### config.mk
export PLATFORM = sky130hd
export DESIGN_NAME = memory_reader
export DESIGN_NICKNAME = d
export VERILOG_FILES = /design/src/rtl/memory_reader.sv
export SDC_FILE = /design/constraint.sdc
export NUM_CORES = 1
export LEC_CHECK = 0
export CAP_MARGIN = 30
export CORE_ASPECT_RATIO = 0.7
export CORE_UTILIZATION = 25
export DETAILED_ROUTE_END_ITERATION = 10
export HOLD_SLACK_MARGIN = 0.03
export SYNTH_ARGS = -nofsm -noshare
export SYNTH_HDL_FRONTEND = slang
export SYNTH_SLANG_ARGS = --single-unit
### constraint.sdc
create_clock -name clk -period 2.85 [get_ports clk]
set_input_delay 0.57 -clock clk [delete_from_list [all_inputs] [get_ports clk]]
set_output_delay 0.57 -clock clk [all_outputs]
set_load 0.005 [all_outputs]
### src/rtl/memory_reader.sv
// Steps through a packed memory word one 4-bit entry at a time, manually or by timed playback,
// and drives addr/num onto the 24-bit digit / 6-bit enable display bus. Option macro: MEMORY_READER_LOOP_EN.
module memory_reader #(
  parameter int WIDTH = 40,
  parameter int TICKS = 50_000_000
) (
  input  logic             clk,
  input  logic             reset,
  input  logic             run,
  input  logic             nxt,
  input  logic [WIDTH-1:0] mem,
  output logic [3:0]       addr,
  output logic [3:0]       num,
  output logic             wrap,
  output logic [23:0]      d,
  output logic [5:0]       e
);

  localparam int N  = WIDTH / 4;
  localparam int CW = $clog2(TICKS);
  localparam int IW = $clog2(WIDTH);
  localparam logic [3:0]    LAST = 4'(N - 1);
  localparam logic [CW-1:0] CMAX = CW'(TICKS - 1);

  typedef enum logic {IDLE, PLAY} state_t;

  state_t        state_q, state_d;
  logic [CW-1:0] cnt_q, cnt_d;
  logic [3:0]    addr_q, addr_d;
  logic [3:0]    num_q, num_d;
  logic          wrap_q, wrap_d;
  logic          adv;
  logic          expire;
  logic          play_ok;
  logic [IW-1:0] nib_idx;

  function automatic logic [3:0] next_addr(input logic [3:0] a);
    return (a == LAST) ? 4'd0 : a + 4'd1;
  endfunction

`ifdef MEMORY_READER_LOOP_EN
  assign play_ok = 1'b1;
`else
  // Set when playback stops itself at the end of memory; cleared once run drops,
  // so only a fresh rising edge of run can restart playback.
  logic halt_q, halt_d;
  assign play_ok = ~halt_q;
`endif

  assign expire = (cnt_q == CMAX);

  always_comb begin
    state_d = state_q;
    cnt_d   = cnt_q;
    adv     = 1'b0;
`ifndef MEMORY_READER_LOOP_EN
    halt_d  = halt_q & run;
`endif
    case (state_q)
      IDLE: begin
        cnt_d = '0;
        adv   = nxt;
        if (run && play_ok) state_d = PLAY;
      end
      PLAY: begin
        if (!run) begin
          state_d = IDLE;
          cnt_d   = '0;
        end else if (nxt || expire) begin
          adv   = 1'b1;
          cnt_d = '0;
`ifndef MEMORY_READER_LOOP_EN
          if (expire && addr_q == LAST) begin
            state_d = IDLE;
            halt_d  = 1'b1;
          end
`endif
        end else begin
          cnt_d = cnt_q + 1'b1;
        end
      end
      default: state_d = IDLE;
    endcase
    addr_d  = adv ? next_addr(addr_q) : addr_q;
    wrap_d  = adv && (addr_q == LAST);
    nib_idx = IW'({addr_d, 2'b00});
    num_d   = mem[nib_idx +: 4];
  end

  always_ff @(posedge clk) begin
    if (reset) begin
      state_q <= IDLE;
      cnt_q   <= '0;
      addr_q  <= 4'd0;
      num_q   <= 4'd0;
      wrap_q  <= 1'b0;
`ifndef MEMORY_READER_LOOP_EN
      halt_q  <= 1'b0;
`endif
    end else begin
      state_q <= state_d;
      cnt_q   <= cnt_d;
      addr_q  <= addr_d;
      num_q   <= num_d;
      wrap_q  <= wrap_d;
`ifndef MEMORY_READER_LOOP_EN
      halt_q  <= halt_d;
`endif
    end
  end

  assign addr = addr_q;
  assign num  = num_q;
  assign wrap = wrap_q;
  assign d    = {4'b0000, addr_q, 12'h000, num_q};
  assign e    = 6'b010001;

endmodule

==> results.cfg <==
[cts]
ctsHoldBuffers = 0
cts_made_buffers = 5
clockBufferDepth = 2
htree_levels = 2
clock-sinks = 37
clkSlewWorstSetupHoldPaths_ns = 0.05
cts_resized = 0
root_buffer = clkbuf_16
insertion_delay_ns = 0.28
cts_tree = done
post-cts-setup-buffer-count = 0

[setup_path]
cp_max_fo = 8
worst-setup-path-type = reg2reg
r2r_cells = 9
r2r_end = num[0]$_SDFF_PP0_
crit_end = num[0]$_SDFF_PP0_
arrival_ns = 2.74
cp_top_family = compound AO/OA/AOI/OAI gates
cp-start-kind = flip-flop
crit_cells = 9
slowest_stage = dfxtp_1
cpPeakStageDelay_ns = 0.46
ff2ff_setup_slack_ns = 0.28
critPathCaptureType = flip-flop
worst-path-buf-inv = 2
reg2reg_from = addr[1]$_SDFF_PP0_
cp_cell_sequence = inv_1 > ha_1 > and3b_1 > o41a_4 > buf_4 > and4_1 > o2111ai_1 > o221ai_1 > a32o_1
setup.worst_path.start = addr[1]$_SDFF_PP0_
worst-endpoint-required_ns = 3.02

[synth]
yosysTopAreaCellShare = 0.3031
ys_ff_latch = 37
ys_seq_area_frac = 0.3031
synthCells = 289
async_flop_share = 0
yosys.area.top_type = dfxtp_1
yosysWarnings = 0
synthDistinctLibCells = 56
synth_edf_count = 0
syn-cell-area_mm2 = 0.002444
post_synth.cell_area_avg_um2 = 8.455
synth.top_cells.by_area = dfxtp_1, buf_4, nor2_1, xor2_1, mux2i_1
synth_flop_cell = dfxtp_1

[finish]
fin_nets = 399
final_cell_mix = clkdlybuf4s50_1, nor2_1, dfxtp_1
final_common_cell = clkdlybuf4s50_1
utilization = 0.3506
drive_gt1_frac = 0.08807
diodes = 0
syn_to_final_growth_pct = 33.28

[run_status]
outcome = complete, no violations

[route]
drt_wl_total_um = 6144
first_iter_violations = 158
dr.pass1.iters = 4
ant_nets = 0
drc = 0
vias_per_cell = 4.578
vias = 2179
wl_per_cell_um = 12.91

[run]
cap_violations = 0

[timing]
fin_hold_ws_ns = 0.4809
fin_crit_ns = 2.571
max_freq_ghz = 0.3889
worstMarginPinSlew_ns = 0.5407
max-slew-margin-rel = 0.6367
slew_viol_final = 0
setup_viol = 0
min_period_over_period = 0.9022
setup_tns_ns = 0
finalHoldViolCount = 0
rsz0062_at_grt = no
fin_skew_ns = 0.002834

[placement]
port_buffers = 60
hpwl_um = 4744
gp_congestion = 0.8086

[global_routing]
grt_pass1_vias = 1942
grt_start_max_net_pins = 27
grt_antenna_before_repair = 0
grt_first_pass_wirelength_um = 9749
grt_remaining_overflow = 0
grtUsageTotal = 0.1204

[floorplan]
ioPinCount = 83
die_x_um = 120.2
die_h_um = 84.72
placement_rows = 29
core-area_mm2 = 0.009289
die-area_mm2 = 0.01018
initial_core_util = 0.2631

[hold_path]
hp-class = reg2reg

[power]
powerDensity_mw_per_mm2 = 419.2
finalPower_uw = 1365
ir_worst_vdd_mv = 0.1832
power_leakage_uw = 0.001232
Yosys cell counts (all sizes together), types with 3 or more instances:
cell type	n
dfxtp	37
buf	34
nand2	20
nand4	8
xor2	17
nor3	4
nor2b	5
mux2	4
o21ai	7
clkbuf	5
ha	3
a31oi	7
inv	9
o221ai	3
a21oi	4
xnor2	6
nor2	40
nand3	14
and3	6
mux2i	12
and4	10
o2111ai	3
a32o	3
report_power, final:
| part | switching [µW] | internal, µW |
|---|---|---|
| Combinational | 110 | 174 |
| Sequential | 11.2 | 531 |
| Clock | 197 | 343 |
| Total | 317 | 1050 |
worst register-to-register path: stages (launching register included):
cell	delay [ns]
dfxtp_1	0.46
inv_1	0.08
ha_1	0.22
and3b_1	0.29
o41a_4	0.38
buf_4	0.17
and4_1	0.19
o2111ai_1	0.21
o221ai_1	0.21
a32o_1	0.26
final cells by class:
class                   count  area, µm²
repair buffers             75      725.7
flip-flops and latches     37      740.7
well taps                 124      155.1
multi-input cells         224       1459
clock buffers               7      142.6
inverters                   9      33.78
fillers                   970       6032
logic make-up after synthesis:
logic type,Yosys count,share of synthesized area
simple gates,118,0.2642
buf+inv,48,0.1306
compound gates,42,0.1337
flops,37,0.3031
xor+xnor,23,0.08244
mux,16,0.06759
fa+ha+maj,3,0.01536
other cells,2,0.003073
sequential cells by signal, indices dropped and copies added, names as in the netlist:
name	flops
cnt_q	26
halt_q	1
wrap	1
state_q	1
addr	4
num	4
how the worst min path moves through the flow:
stage | startpoint | to | slack [ns] | depth (start not counted)
floorplan | cnt_q[0]$_SDFF_PP0_ | cnt_q[0]$_SDFF_PP0_ | 0.44 | 1
global placement | cnt_q[0]$_SDFF_PP0_ | cnt_q[0]$_SDFF_PP0_ | 0.46 | 1
detailed placement | cnt_q[0]$_SDFF_PP0_ | cnt_q[0]$_SDFF_PP0_ | 0.47 | 1
CTS | cnt_q[0]$_SDFF_PP0_ | cnt_q[0]$_SDFF_PP0_ | 0.48 | 1
global route | halt_q$_SDFF_PP0_ | halt_q$_SDFF_PP0_ | 0.51 | 2
finish | cnt_q[0]$_SDFF_PP0_ | cnt_q[0]$_SDFF_PP0_ | 0.48 | 1
metrics by stage:
step	instance area, µm²	instances	setup WS (ns)
after global routing	3257	476	0.01215
final	3257	476	0.2787
after global placement	3114	469	0.03465
after CTS	3257	476	0.2739
after detailed placement	3114	469	0.04080
after floorplan	2519	309	0.4729
routing by layer:
| metal | global-route usage | share of wire | vias up |
|---|---|---|---|
| met5 | 0 | 0 | - |
| li1 | - | - | 1104 |
| met2 | 0.1614 | 0.41 | 59 |
| met1 | 0.1866 | 0.53 | 1012 |
| met4 | 0.03295 | 0.0096 | 0 |
| met3 | 0.02649 | 0.056 | 4 |
Power figures use the tool's default switching activity.
